### src/rtl/basic_mux_sel_ctrl_if.sv
`default_nettype none
// ============================================================================
// Module  : basic_mux_sel_ctrl_if
// Brief   : Select-control bundle between the external select inputs and the
//           mux address/enable outputs.
// Revision: 1.0 - initial release
// ============================================================================
interface basic_mux_sel_ctrl_if #(
    parameter int ADDR_W = 5
);
    logic              ctrl_ena;
    logic              sel_rst;
    logic              sel_inc;
    logic [ADDR_W-1:0] addr;
    logic              ena;
    logic              settling;

    modport master (
        output ctrl_ena, sel_rst, sel_inc,
        input  addr, ena, settling
    );

    modport slave (
        input  ctrl_ena, sel_rst, sel_inc,
        output addr, ena, settling
    );
endinterface
`default_nettype wire

### src/rtl/basic_mux_sel_ctrl.sv
`default_nettype none
// ============================================================================
// Module  : basic_mux_sel_ctrl
// Brief   : Turns slow select controls into a registered addr/ena pair with a
//           guard window after every change. Option macro: SEL_SYNC_EN.
// Revision: 1.0 - initial release
// ============================================================================
module basic_mux_sel_ctrl #(
    parameter int ADDR_W       = 5,
    parameter int NUM_PROJECTS = 8,
    parameter int GUARD_CYCLES = 4
) (
    input  wire logic               clk,
    input  wire logic               rst,
    basic_mux_sel_ctrl_if.slave     bus
);

    localparam logic [1:0]      S_IDLE         = 2'd0;
    localparam logic [1:0]      S_SETTLE       = 2'd1;
    localparam logic [1:0]      S_ACTIVE       = 2'd2;
    localparam logic [7:0]      c_guard_reload = 8'(GUARD_CYCLES - 1);
    localparam logic [ADDR_W:0] c_num_projects = (ADDR_W+1)'(NUM_PROJECTS);
    localparam logic [ADDR_W-1:0] c_addr_one   = ADDR_W'(1);

    logic w_ctrl_ena;
    logic w_sel_rst;
    logic w_sel_inc;

`ifdef SEL_SYNC_EN
    // Order {ctrl_ena, sel_rst, sel_inc}; sel_inc idles high so release is not an edge
    logic [2:0] r_sync_1;
    logic [2:0] r_sync_2;

    always_ff @(posedge clk) begin
        if (rst) begin
            r_sync_1 <= 3'b001;
            r_sync_2 <= 3'b001;
        end else begin
            r_sync_1 <= {bus.ctrl_ena, bus.sel_rst, bus.sel_inc};
            r_sync_2 <= r_sync_1;
        end
    end

    assign {w_ctrl_ena, w_sel_rst, w_sel_inc} = r_sync_2;
`else
    assign w_ctrl_ena = bus.ctrl_ena;
    assign w_sel_rst  = bus.sel_rst;
    assign w_sel_inc  = bus.sel_inc;
`endif

    logic [1:0]        r_state;
    logic [1:0]        w_state_nxt;
    logic [7:0]        r_cnt;
    logic [7:0]        w_cnt_nxt;
    logic [ADDR_W-1:0] r_addr;
    logic [ADDR_W-1:0] w_addr_nxt;
    logic              r_ena;
    logic              w_ena_nxt;
    logic              r_settling;
    logic              w_settling_nxt;
    logic              r_sel_inc_q;
    logic              w_inc_edge;
    logic              w_change;

    assign w_inc_edge = w_sel_inc & ~r_sel_inc_q;
    assign w_change   = w_ctrl_ena & (w_sel_rst | w_inc_edge);

    always_ff @(posedge clk) begin
        if (rst) begin
            r_state     <= S_IDLE;
            r_cnt       <= 8'd0;
            r_addr      <= '0;
            r_ena       <= 1'b0;
            r_settling  <= 1'b0;
            r_sel_inc_q <= 1'b1;
        end else begin
            r_state     <= w_state_nxt;
            r_cnt       <= w_cnt_nxt;
            r_addr      <= w_addr_nxt;
            r_ena       <= w_ena_nxt;
            r_settling  <= w_settling_nxt;
            r_sel_inc_q <= w_sel_inc;
        end
    end

    always_comb begin
        w_state_nxt = r_state;
        w_cnt_nxt   = r_cnt;
        w_addr_nxt  = r_addr;

        if (w_ctrl_ena) begin
            if (w_sel_rst) begin
                w_addr_nxt = '0;
            end else if (w_inc_edge) begin
                w_addr_nxt = r_addr + c_addr_one;
            end
        end

        if (!w_ctrl_ena) begin
            w_state_nxt = S_IDLE;
            w_cnt_nxt   = 8'd0;
        end else begin
            case (r_state)
                S_IDLE: begin
                    w_state_nxt = S_SETTLE;
                    w_cnt_nxt   = c_guard_reload;
                end
                S_SETTLE: begin
                    if (w_change) begin
                        w_cnt_nxt = c_guard_reload;
                    end else if (r_cnt == 8'd0) begin
                        w_state_nxt = S_ACTIVE;
                    end else begin
                        w_cnt_nxt = r_cnt - 8'd1;
                    end
                end
                S_ACTIVE: begin
                    if (w_change) begin
                        w_state_nxt = S_SETTLE;
                        w_cnt_nxt   = c_guard_reload;
                    end
                end
                default: begin
                    w_state_nxt = S_IDLE;
                    w_cnt_nxt   = 8'd0;
                end
            endcase
        end
    end

    // Outputs follow the next state so ena drops on the same edge addr moves
    always_comb begin
        w_ena_nxt      = (w_state_nxt == S_ACTIVE) && ({1'b0, w_addr_nxt} < c_num_projects);
        w_settling_nxt = (w_state_nxt == S_SETTLE);
    end

    assign bus.addr     = r_addr;
    assign bus.ena      = r_ena;
    assign bus.settling = r_settling;

endmodule
`default_nettype wire

### src/flat_wrapper.sv
// flat-port wrapper written by rule: the top's interface ports become plain ports
module basic_mux_sel_ctrl_flat 
#(
    parameter int ADDR_W       = 5,
    parameter int NUM_PROJECTS = 8,
    parameter int GUARD_CYCLES = 4
)
  (clk, rst, bus_ctrl_ena, bus_sel_rst, bus_sel_inc, bus_addr, bus_ena, bus_settling);
  basic_mux_sel_ctrl_if #(.ADDR_W(ADDR_W)) bus_i ();
  input  wire logic clk;
  input  wire logic rst;
  input wire logic [$bits(bus_i.ctrl_ena)-1:0] bus_ctrl_ena;
  input wire logic [$bits(bus_i.sel_rst)-1:0] bus_sel_rst;
  input wire logic [$bits(bus_i.sel_inc)-1:0] bus_sel_inc;
  output wire logic [$bits(bus_i.addr)-1:0] bus_addr;
  output wire logic [$bits(bus_i.ena)-1:0] bus_ena;
  output wire logic [$bits(bus_i.settling)-1:0] bus_settling;
  assign bus_i.ctrl_ena = bus_ctrl_ena;
  assign bus_i.sel_rst = bus_sel_rst;
  assign bus_i.sel_inc = bus_sel_inc;
  assign bus_addr = bus_i.addr;
  assign bus_ena = bus_i.ena;
  assign bus_settling = bus_i.settling;
  basic_mux_sel_ctrl #(.ADDR_W(ADDR_W), .NUM_PROJECTS(NUM_PROJECTS), .GUARD_CYCLES(GUARD_CYCLES)) u_core (.clk(clk), .rst(rst), .bus(bus_i));
endmodule
### config.mk
export PLATFORM = sky130hd
export DESIGN_NAME = basic_mux_sel_ctrl_flat
export DESIGN_NICKNAME = d
export VERILOG_FILES = /design/src/rtl/basic_mux_sel_ctrl_if.sv /design/src/rtl/basic_mux_sel_ctrl.sv /design/src/flat_wrapper.sv
export SDC_FILE = /design/constraint.sdc
export NUM_CORES = 1
export LEC_CHECK = 0
export ABC_AREA = 1
export ABC_CLOCK_PERIOD_IN_PS = 3800
export BUFFER_PORTS_ARGS = -buffer_cell sky130_fd_sc_hd__buf_2
export CORE_UTILIZATION = 59
export CTS_CLUSTER_SIZE = 30
export DETAILED_ROUTE_END_ITERATION = 16
export PLACE_DENSITY = 0.85
export SYNTH_ARGS = -nofsm -noshare
export SYNTH_HDL_FRONTEND = slang
export SYNTH_SLANG_ARGS = --single-unit
### constraint.sdc
create_clock -name clk -period 3.8 [get_ports clk]
set_input_delay 0.19 -clock clk [delete_from_list [all_inputs] [get_ports clk]]
set_output_delay 0.19 -clock clk [all_outputs]
set_load 0.005 [all_outputs]
Yosys cells after proc, flatten, opt, wreduce, memory -nomap -nowiden
Index checks and enable logic that the tools add are counted.
{"block": "word_totals", "elab_cells": 37, "ff_bits": 18, "out_inout_bits": 7}
{"block": "classes", "muxes": 12, "n_eq_ne": 6, "n_bitwise": 5, "reduce_logical": 5, "magnitude_cmp": 1, "addsub": 2}
{"operator": "8-bit 2-to-1 mux", "n": 3}
{"operator": "8-bit one-hot mux with 3 select lines", "n": 1}
{"operator": "5-bit 2-to-1 mux", "n": 3}
{"operator": "8-bit logical NOT", "n": 1}
{"operator": "2-bit 2-to-1 mux", "n": 4}
{"operator": "8-bit by 1-bit subtractor with 8-bit output (second input constant)", "n": 1}
{"operator": "2-bit one-hot mux with 3 select lines", "n": 1}
{"operator": "5-bit by 1-bit adder with 5-bit output (second input constant)", "n": 1}
{"operator": "5-bit by 4-bit less-than comparator with 1-bit output (second input constant)", "n": 1}
{"operator": "2-bit by 1-bit == test with 1-bit output (second input constant)", "n": 2}
{"operator": "2-bit == test (second input constant)", "n": 2}
{"operator": "3-bit by 2-bit inequality test with 1-bit output (second input constant)", "n": 1}
{"operator": "1-bit bitwise AND", "n": 2}
{"operator": "2-bit logical NOT", "n": 1}
{"operator": "2-bit by 1-bit inequality test with 1-bit output (second input constant)", "n": 1}
{"operator": "1-bit inverter", "n": 2}
{"operator": "2-bit AND reduction", "n": 1}
{"operator": "2-bit OR reduction", "n": 1}
{"operator": "1-bit logical AND", "n": 1}
{"operator": "1-bit OR", "n": 1}

Logic depth before layout (Yosys ltp)
Gate-level depths: netlist (run 1).
{"block": "logic_depth", "ltp_word": 9, "ltp_mapped": 9, "ltp_nobuf": 9}

Least setup slack after synthesis (run 1)
Ideal clock, no wire load.
{"block": "synth_timing", "path_kind": "register to register", "from": "register u_core.r_cnt[0]", "to": "register u_core.r_cnt[1]", "slack_ns": 2.460, "synth_period_minus_slack_ns": 1.340, "path_stages_with_launch": 9, "required_ns": 3.730, "arrival_ns": 1.270, "path_cell_list": "dfxtp_1 inv_1 ha_1 nand3_1 nor2_4 nand2_4 nand2_2 nand2_2 a21oi_1"}
{"block": "synth_between", "elab_chain_cells": 4}
{"item": "start: declaration", "line_no": "basic_mux_sel_ctrl.sv:53", "text": "logic [7:0] r_cnt;"}
{"item": "start signal: assignment", "line_no": "basic_mux_sel_ctrl.sv:78", "text": "r_cnt <= w_cnt_nxt;"}
{"item": "8-bit by 1-bit subtractor with 8-bit output", "line_no": "basic_mux_sel_ctrl.sv:114", "text": "w_cnt_nxt = r_cnt - 8'd1;"}
{"item": "8-bit 2-to-1 mux", "line_no": "basic_mux_sel_ctrl.sv:111", "text": "end else if (r_cnt == 8'd0) begin"}
{"item": "8-bit 2-to-1 mux", "line_no": "basic_mux_sel_ctrl.sv:109", "text": "if (w_change) begin"}
{"item": "8-bit one-hot mux with 3 select lines", "line_no": "basic_mux_sel_ctrl.sv:103", "text": "case (r_state)"}
Several ways; a longest one is shown, not always the timed one. The select of a mux whose other input is x is not followed.
A chain may end at the register's enable or synchronous reset.

Worst setup path after layout (run 1)
Same ends and word-level chain as after synthesis.

==> results.txt, run 1 <==
- Result of the run: finished clean
- # nets final: between 150 and 200
- The first global-routing pass estimated between 3 and 4 mm of wire.
- Number of DRC markers after the initial detailed-route iteration: 32
* Max-cap violations: 0
* Sum of routed wire length over all layers: between 1.5 and 2 mm
- At the worst endpoint, the required time is approximately 4 ns.
- Layout cells sized above 1: between 10% and 20%
- DPL Wire Length: between 1.5 and 2 mm
- Sequential share of the synthesized area: between 30% and 40%
- Count of flip-flops with a built-in enable after synthesis: 0
* Distinct cell type count after synthesis: 25
- The number of global-route vias before repair came to approximately 850.
* Unrepaired setup endpoints after global routing: false
- Async set-or-reset flop fraction in the synthesized netlist: 0%
- Clock edge transition at the registers on the reported setup and hold paths: about 0.10 ns
* Chip Width: 42.7 µm
- For the pin with the worst max-slew slack, the measured transition is around 0.29 ns.
* Root buf cell: clkbuf_4
- N_diodes: 0
- Number of synthesized register bits: 18
- The first detailed-routing pass took 4 iterations.
- Ranked by total cell area, the synthesized netlist is headed by dfxtp_1, nand2_1, inv_1.
- IR Drop Worst-Case VDD: 0.218 mV
- Clock tree from TritonCTS: built
- Headroom to the max-slew limit came out at approximately four fifths.
* Number of warnings printed during yosys synthesis: 0
- Minimum period implied by the final worst setup slack: around 1.5 ns
- Once the clock tree was built, the setup fixing pass inserted 0 buffers.
* Kind of end point of the critical path: flip-flop
- Top-area cell type share of the netlist area: 36.9%
- Final RePlAce weighted congestion: between 0.8 and 0.9
- In the routed design, unresolved DRC markers number 0.
- The final hold violation count was 0.
* Filler Cell Count: approximately 130
- Number of antenna violations at the first check in global routing: 0
* Pin count of the biggest net entering global routing: 11
- In this run the count of I/O pins placed on the die edge is 12.
* Die outline area: 1820 µm²
* Setup Skew: 0.00104 ns
- Final-report setup violation count: 0
- TritonCTS Sinks: 18
- Input and output buffers added on the ports amount to 11.
- Number of nets with antenna violations after detailed routing: 0
* Number of standard cells after synthesis: between 100 and 150
* Sum of negative setup slack: 0 ns
- Clock Path Buffers: 2
* Tcrit/Tclk final: 40.4%
* List of most frequent post-synthesis cells: nand2_1, inv_1, dfxtp_1
- The routed layout has around 950 vias.
- Initial Utilization: roughly 64%
- In this run the mean area of a mapped cell was 7.07 µm².
- Critical Path Fanout Max: 8
- Number of buffers inserted during clock tree synthesis: 3
- The number of gates resized after CTS was 0.
- Area used by multi-input combinational logic: ~540 µm²
- Placement Rows: 14
- STA classifies the critical path startpoint as a flip-flop.
- Based on the critical path, the design can be clocked at up to around 650 MHz.
- For this design, the CTS-stage hold fixing added 0 buffers.
* Die Ht: 42.7 µm
* Syn_nets: about 150
- Clock latency on the worst-skew pair, taken at its later pin, is around 0.30 ns.
- Critical path start-end classification: flip-flop to flip-flop
- Power Dens Cells: about 360 nW/µm²
* Routed wirelength normalized by instance count: 11.5 µm
* Final global-route overflow total: 0
* Post-synthesis cell type with the largest combined area: dfxtp_1
- Top flip-flop cell by instance count after synthesis: dfxtp_1
- Layout-stage area growth over the synthesis result: 11.4%
- For this design the static power due to leakage is about 0.52 nW.
- Via density per instance: about 5.6
* Most numerous cell in the Yosys netlist: nand2_1
- H-tree depth: 1
* Signal arrival time at the worst endpoint: 1.77 ns
- Cells fill between 70% and 80% of the core in the end.
* Area taken by flip-flops and latches: 360 µm²
- Final number of max-transition violations: 0
- Path class of the lowest-slack min-delay path: input pin to flip-flop
- Area of the mapped netlist: between 900 and 1000 µm²
* Core Footprint: around 1500 µm²
- Global-route total usage across every layer: 25.2%
-- placed cells by master, fill, tap and decap left out --
cell type	count
clkbuf_4	3
a21oi_2	1
nor3_1	5
xor2_1	1
nor2_2	1
o21ai_1	1
clkbuf_8	1
nor2_1	17
or2_2	1
nand4_2	1
o21ai_0	1
nand2_4	2
nand3_1	13
nor2_4	2
nand4_1	3
a21oi_1	9
nand2_1	30
o211a_1	1
nand2_2	4
a211oi_2	1
buf_2	11
inv_2	1
inv_1	19
a21o_1	1
nand3_4	1
a211oi_1	2
ha_1	2
dfxtp_1	18
-- cell type report --
class / count / area share, %
clock buffer: 4 / 3.34
inverter: 20 / 6.90
multi-input combinational: 100 / 49.7
sequential: 18 / 33.1
tap: 16 / 1.84
timing repair buffer: 11 / 5.06
-- critical path: stages (launching register included) --
cell     delay (ns)
dfxtp_1        0.32
inv_1          0.10
ha_1           0.28
nand3_1        0.15
nor2_4         0.20
nand2_4        0.10
nand2_2        0.11
nand2_2        0.09
a21oi_1        0.12
-- logic make-up after synthesis --
logic type / after synthesis / synth area share (%)
simple gates: 80 / 40.8
buf+inv: 20 / 7.69
flops: 18 / 36.9
compound gates: 17 / 11.2
fa+ha+maj: 2 / 2.56
xor+xnor: 1 / 0.898
-- stage by stage --
step,instances,setup slack [ns],power (mW),cell area [µm²],hold slack (ns)
2_1_floorplan,138,2.46,0.256,976,0.268
3_3_place_gp,165,2.37,0.270,1050,0.410
3_5_place_dp,165,2.29,0.273,1050,0.404
4_1_cts,169,2.27,0.391,1090,0.0804
5_1_grt,169,2.14,0.407,1090,0.0771
6_report,169,2.27,0.387,1090,0.0823
-- per-layer routing --
layer / share of wire (%) / global-route usage [%] / vias up
li1: - / - / 478
met1: 48 / 34.9 / 432
met2: 45 / 35.8 / 31
met3: 5.0 / 5.11 / 5
met4: 2.3 / 15.0 / 0
met5: 0 / 0 / -
-- where the power goes --
group | internal, mW | switching [mW] | total (mW)
clock network | 0.0585 | 0.0599 | 0.118
registers | 0.195 | 0.00521 | 0.201
logic | 0.0239 | 0.0446 | 0.0685
total | 0.278 | 0.110 | 0.387
-- registers in the layout, summed over array words and instances (netlist names) --
name / flops
u_core.r_state: 2
u_core.r_cnt: 8
u_core.bus.ena: 1
u_core.bus.addr: 5
u_core.r_sel_inc_q: 1
u_core.bus.settling: 1
-- worst paths after layout --
check | slack (ns) | from | end | depth (start not counted)
setup / recovery | 2.27 | u_core.r_cnt[0] | u_core.r_cnt[1] | 8
hold / removal | 0.08 | rst | u_core.bus.settling | 2
setup reg to reg | 2.27 | u_core.r_cnt[0] | u_core.r_cnt[1] | 8
hold reg to reg | 0.49 | u_core.r_cnt[7] | u_core.r_cnt[7] | 2
(Power assumes the default switching activity.)
==> inputs of run 2 (changes only) <==
--- a/config.mk
+++ b/config.mk
@@ -6,12 +6,12 @@
 export NUM_CORES = 1
 export LEC_CHECK = 0
 export ABC_AREA = 1
-export ABC_CLOCK_PERIOD_IN_PS = 3800
+export ABC_CLOCK_PERIOD_IN_PS = 1550
 export BUFFER_PORTS_ARGS = -buffer_cell sky130_fd_sc_hd__buf_2
-export CORE_UTILIZATION = 59
+export CORE_UTILIZATION = 55
 export CTS_CLUSTER_SIZE = 30
 export DETAILED_ROUTE_END_ITERATION = 16
-export PLACE_DENSITY = 0.85
+export PLACE_DENSITY = 0.8
 export SYNTH_ARGS = -nofsm -noshare
 export SYNTH_HDL_FRONTEND = slang
 export SYNTH_SLANG_ARGS = --single-unit
==> constraint.sdc (replaced) <==
create_clock -name clk -period 1.55 [get_ports clk]
set_input_delay 0.0775 -clock clk [delete_from_list [all_inputs] [get_ports clk]]
set_output_delay 0.0775 -clock clk [all_outputs]
set_load 0.005 [all_outputs]
==> results.txt, run 2 (synthesis results as in run 1) <==
* Signal arrival time at the worst endpoint: roughly 1.7 ns
- The worst pin sits at a relative slew slack of 80.2%.
- Of the available clock period, the critical path in the final layout requires between 90% and 100%.
- Setup violations remaining at the end of the flow were counted as 0.
- Setup Skew: roughly 0.0011 ns
* Total Power Consumption: between 0.9 and 1 mW
* Path class of the lowest-slack min-delay path: input pin to flip-flop
- On the final layout, the worst hold slack is 0.0213 ns.
- Detailed placement finished with a half-perimeter wire length of 1.50 mm.
* Slowest Stage Delay on Critical Path: ~0.32 ns
- Number of global-route vias before repair: ~820
* Port bufs: 11
* Result of the run: finished clean
- In this run the count of I/O pins placed on the die edge is 12.
- From bottom edge to top edge, the die measures ~44 µm.
* Pin count of the biggest net entering global routing: 10
* Data required, critical path: ~1.8 ns
- Net switching component of the power: 0.263 mW
- The final hold violation count was 0.
* Highest clock rate: 697 MHz
* Crit path cell chain: inv_1, ha_2, nand3_1, nor2_4, nand2_4, nand2_2, nand2_2, o21ai_1
- Area used by multi-input combinational logic: roughly 540 µm²
* Via density per instance: between 5 and 6
* Minimum period implied by the final worst setup slack: about 1.4 ns
- Across the VDD grid, the largest voltage drop is about 0.56 mV.
- Initial Utilization: between 60% and 70%
* Number of antenna violations at the first check in global routing: 0
* Critical register-to-register path endpoint: u_core.r_cnt[0]
- Clock tree from TritonCTS: built
- The analysis attributes to cell leakage a power of approximately 0.53 nW.
- The highest metal layer carrying signal wires in the routed design is met4.
- Filler Cell Count: 133
* Layout cells sized above 1: between 20% and 30%
- Global-route wire length before repair: between 3 and 4 mm
- Number of DRC markers after the initial detailed-route iteration: 36
- After detailed routing, the total wire length is approximately 1.9 mm.
* Detailed-route DRC error count: 0
- The clock drives 18 sinks.
- In the layout the commonest cells are nand2_1, inv_1, dfxtp_1, nor2_1, nand3_1.
- Of the total power, combinational logic draws about a fifth.
- Ranked by flip-flop count, first place goes to u_core.r_cnt.
- The routed layout has a little over 900 vias.
- The worst register-to-register path begins at u_core.r_cnt[0].
* Max FFs per register: 8
* Drt first pass iters: 4
* Final Core Density: between 60% and 70%
- Worst-case register-to-register setup slack: approximately 0.11 ns
- Clock Path Buffers: 2
- Max-cap violations: 0
* Core Footprint: 1580 µm²
* Layout-stage area growth over the synthesis result: 12.8%
* Number of cells traversed by the worst register-to-register path: 8
- Of the total power, the share spent switching nets is between 20 and 30%.
* Number of buffers inserted during clock tree synthesis: 3
* Internal cell power: 0.640 mW
* Final RePlAce weighted congestion: 0.922
- Final global-route overflow total: 0
- Met3 WL: between 50 and 60 µm
- The count of nets left with antenna violations once routing finished came out at 0.
- The max-slew violation total from the final report was 0.
- Leaving out fill and tap cells, the most frequent cell in the layout is nand2_1.
* # nets final: roughly 160
- Routed length on met1: 982 µm
- The die covers 1950 µm².
- N_diodes: 0
* Met2 Routed Length: slightly below 900 µm
* Critical path start-end classification: flip-flop to flip-flop
- Across every metal layer, demand over resource in global routing totals roughly 22%.
- Launch point of the worst hold path: bus_sel_inc
* Worst Hold Path EP: u_core.r_sel_inc_q
* Cell with the biggest individual delay on the critical path: dfxtp_1
- In this run the number of H-tree levels came out at 1.
* Critical Path Fanout Max: 8
- Kind of launch point of the worst setup path: flip-flop
- Tightest Pin Transition: a little under 0.3 ns
- Clock edge transition at the registers on the reported setup and hold paths: roughly 0.090 ns
- The floorplan has 14 rows.
* Routed wirelength normalized by instance count: approximately 11 µm
- CTS placed an instance of clkbuf_4 at the clock tree root.
- Clock insertion delay at the later pin of the skew report: slightly below 0.3 ns
- Share of total power in the clock network: 25.3%
* Area taken by flip-flops and latches: approximately 360 µm²
- The worst hold path passes through 2 cells.
- Power Dens Cells: 820 nW/µm²
- Sequential cells account for 54.4% of the total power.
* Kind of end point of the critical path: flip-flop
* Cell seen most often among critical-path stages: nand2_2
- Chip Width: between 40 and 50 µm
-- run 2: critical path: cells and delay by family (launching register included) --
kind / cells / cell delay, ns
AND/OR/NAND/NOR: 5 / 0.59
flip-flops: 1 / 0.32
adder cells (fa/ha/maj): 1 / 0.24
AO/OA/AOI/OAI: 1 / 0.12
buffers and inverters: 1 / 0.10
-- run 2: through the flow --
stage | instance area (µm²) | setup slack, ns | instances | TNS [ns]
after detailed placement | 1050 | 0.0628 | 165 | 0
after global routing | 1100 | -0.00433 | 171 | -0.0101
after floorplan | 976 | 0.210 | 138 | 0
after CTS | 1080 | 0.0321 | 169 | 0
after global placement | 1050 | 0.119 | 165 | 0
final | 1100 | 0.115 | 171 | 0
-- run 2: how the worst max path moves through the flow --
stage / from / to / slack, ns
2_1_floorplan: u_core.r_cnt[0] / u_core.r_cnt[1] / 0.21
4_1_cts: u_core.r_cnt[0] / u_core.r_cnt[2] / 0.03
3_3_place_gp: u_core.r_cnt[0] / u_core.bus.ena / 0.12
6_report: u_core.r_cnt[0] / u_core.r_cnt[0] / 0.11
5_1_grt: u_core.r_cnt[0] / u_core.r_cnt[1] / -0.004
3_5_place_dp: u_core.r_cnt[0] / u_core.r_cnt[0] / 0.06
-- run 2: repair_timing --
item | in CTS | in global routing
buffers inserted | 0 | 2
gates resized for setup | 0 | 1
hold buffers | 1 | 0
setup endpoints to repair | 0 | 8
hold endpoints to repair | 2 | 0
-- run 2: layout make-up --
cell class | count | area share, %
multi-input cells | 100 | 49.3
well taps | 16 | 1.82
repair buffers | 14 | 7.27
inverters | 20 | 6.82
clock buffers | 3 | 2.05
flip-flops and latches | 18 | 32.7
-- run 2: power by group through the flow --
stage	clock network, mW	logic, mW	registers, mW
after floorplan	0	0.128	0.500
after global placement	0	0.161	0.501
after detailed placement	0	0.166	0.502
after CTS	0.233	0.169	0.491
after global routing	0.251	0.206	0.494
final	0.228	0.184	0.491
-- run 2: layer usage --
metal	up-vias	GRT usage [%]
met5	-	0
met4	0	7.27
met3	3	3.67
met2	14	34.4
met1	408	31.8
li1	487	-
==> inputs of run 3 (changes only) <==
--- a/config.mk
+++ b/config.mk
@@ -8,10 +8,10 @@
 export ABC_AREA = 1
 export ABC_CLOCK_PERIOD_IN_PS = 1550
 export BUFFER_PORTS_ARGS = -buffer_cell sky130_fd_sc_hd__buf_2
-export CORE_UTILIZATION = 55
+export CORE_UTILIZATION = 30
 export CTS_CLUSTER_SIZE = 30
 export DETAILED_ROUTE_END_ITERATION = 16
-export PLACE_DENSITY = 0.8
+export PLACE_DENSITY = 0.51
 export SYNTH_ARGS = -nofsm -noshare
 export SYNTH_HDL_FRONTEND = slang
 export SYNTH_SLANG_ARGS = --single-unit
==> results.txt, run 3 (synthesis results as in run 1) <==
- The worst register-to-register path has a depth of 8.
- After floorplanning, the core was sized to cover approximately 3100 µm².
- At the pin with the least slew margin, the transition time is slightly below 0.3 ns.
* IR Drop Worst-Case VDD: 0.224 mV
- Slowest Stage Delay on Critical Path: around 0.33 ns
- The first global-routing pass estimated 3.36 mm of wire.
- Register share of total power: 50.6%
- The run finished with clean final reports.
- Crit path cell chain: inv_2, ha_4, nand3_1, nor2_4, nand2_4, nand2_2, nand2_2, a21oi_1
- The library cell used most frequently in the layout, excluding fill and tap cells, is nand2_1.
* Logic depth of the worst path, buffers included: 8
* Unrepaired setup endpoints after global routing: false
* Cell with the biggest individual delay on the critical path: dfxtp_1
* Final number of max-transition violations: 0
- The critical path is of the flip-flop to flip-flop type.
- Buffering stage count on the worst path with inverters included: 1
- Die Ht: 59.0 µm
- Clock tree from TritonCTS: built
- Cell internal power was estimated by the tool at approximately 0.7 mW.
- After legalization and detailed placement, the total HPWL measured about 1.6 mm.
* Cell seen most often among critical-path stages: nand2_2
* Crit path max-delay family: simple AND/OR/NAND/NOR gates
* Sum of routed wire length over all layers: between 2 and 2.5 mm
- In this run the worst hold path is classified as input pin to flip-flop.
* Tcrit/Tclk final: about 90%
* Setup Skew: approximately 0.0016 ns
- Layout-stage area growth over the synthesis result: 19.1%
- Headroom to the max-slew limit: about 80%
* Via count: 911
- Power Dens Cells: about 840 nW/µm²
* Clock Path Buffers: 2
* Die outline area: between 3000 and 4000 µm²
- For this run, design rule violations remaining after detail routing come to 0.
* Kind of launch point of the worst setup path: flip-flop
- Drt first pass iters: 4
* Leakage power of the design: between 0.5 and 0.6 nW
- Number of buffers inserted during clock tree synthesis: 3
- Root buf cell: clkbuf_4
- Summing all multi-input logic gate instances after layout gives approximately 550 µm².
* Routed wirelength normalized by instance count: just over 10 µm
* Number of DRC markers after the initial detailed-route iteration: 38
- Minimum period implied by the final worst setup slack: 1.38 ns
- Clock insertion delay at the later pin of the skew report: 0.30 ns
- Final RePlAce weighted congestion: about 0.80
- Placement Rows: 20
- Switching share of power: 28.7%
- Critical Path Fanout Max: 8
- Along the worst hold path, the cell count comes to 3.
- Entering global routing, the biggest net connects 11 pins.
- Clock edge transition at the registers on the reported setup and hold paths: approximately 0.11 ns
- The analysis attributes to net switching a power of around 0.28 mW.
- 12 I/O pins were placed.
- # nets final: ~160
* N_diodes: 0
- With fillers left out, the area of the finished cells amounts to between 1000 and 1500 µm².
- Across the run, the number of max-cap violations was 0.
- Once routing completed, OpenROAD measured the worst setup slack at around 0.17 ns.
- The die is a little under 60 µm wide.
- Ranked by flip-flop count, first place goes to u_core.r_cnt.
* Area taken by flip-flops and latches: between 300 and 400 µm²
- The detail route stage leaves a number of antenna-violating nets equal to 0.
- TritonCTS Sinks: 18
- Total Power Consumption: just under 1 mW
- Layout cells sized above 1: around a fifth
- Once the floorplan was initialized, standard cells occupied about a third of the core.
- H-tree depth: 1
* Port bufs: 11
* Sum of negative setup slack: 0 ns
* Number of global-route vias before repair: 800
* Highest clock rate: between 700 and 800 MHz
* Placed cell area: ~1100 µm²
- Final hold violation count: 0
* Global-route total usage across every layer: between 10% and 20%
* Final-report setup violation count: 0
* Final global-route overflow total: 0
* Max FFs per register: 8
- The filler cells instantiated in the layout total approximately 350.
- Most used cells in the layout excluding fill and tap cells: nand2_1, inv_1, dfxtp_1, nor2_1, nand3_1
* Kind of end point of the critical path: flip-flop
- Number of antenna violations at the first check in global routing: 0
* Share of total power in the clock network: between 30% and 40%
- Signal arrival time at the worst endpoint: 1.61 ns
* Combinational fraction of design power: between 10% and 20%
* Worst hold-check slack: approximately 0.08 ns
- Data on the critical path is required at its endpoint by between 1.5 and 2 ns.
- Minimum setup slack after placement: 0.0139 ns
- Via density per instance: 4.56
[run 3: what timing repair did]
action / CTS / global route
pin swaps: 0 / 1
buffers inserted: 0 / 1
hold buffers: 1 / 1
endpoints found under the setup margin: 1 / 8
gates resized for setup: 1 / 2
endpoints found under the hold margin: 2 / 1
[run 3: area by class of cell]
class | instances | share of cell area, %
flip-flops and latches | 18 | 31.0
repair buffers | 14 | 7.10
clock buffers | 4 | 3.12
well taps | 44 | 4.74
multi-input cells | 100 | 47.6
inverters | 20 | 6.46
[run 3: power groups by stage]
stage | sequential, mW | clock, mW | combinational [mW]
2_1_floorplan | 0.500 | 0 | 0.128
6_report | 0.492 | 0.299 | 0.182
3_5_place_dp | 0.502 | 0 | 0.167
5_1_grt | 0.494 | 0.331 | 0.207
4_1_cts | 0.491 | 0.305 | 0.170
3_3_place_gp | 0.502 | 0 | 0.165
[run 3: layer usage]
layer | wire length [µm] | up-vias | track usage, %
met5 | 0 | - | 0
met4 | 24 | 0 | 5.10
met3 | 57 | 2 | 3.28
met2 | 972 | 12 | 21.9
met1 | 1010 | 412 | 15.4
li1 | - | 485 | -
[run 3: through the flow]
stage,util (%),cells
2_1_floorplan,-,138
3_3_place_gp,35.3,193
3_5_place_dp,35.3,193
4_1_cts,36.9,198
5_1_grt,37.8,200
6_report,37.8,200
[run 3: final timing paths]
path                        start                  to  slack, ns
hold / removal        bus_sel_rst  u_core.bus.addr[0]       0.08
setup reg to reg  u_core.r_cnt[0]     u_core.r_cnt[1]       0.17
hold reg to reg   u_core.r_cnt[7]     u_core.r_cnt[7]       0.51
setup / recovery  u_core.r_cnt[0]     u_core.r_cnt[1]       0.17
[run 3: worst min-delay path: stages]
cell and delay [ns]:
buf_2 0.10, o21ai_0 0.07, o211a_1 0.10
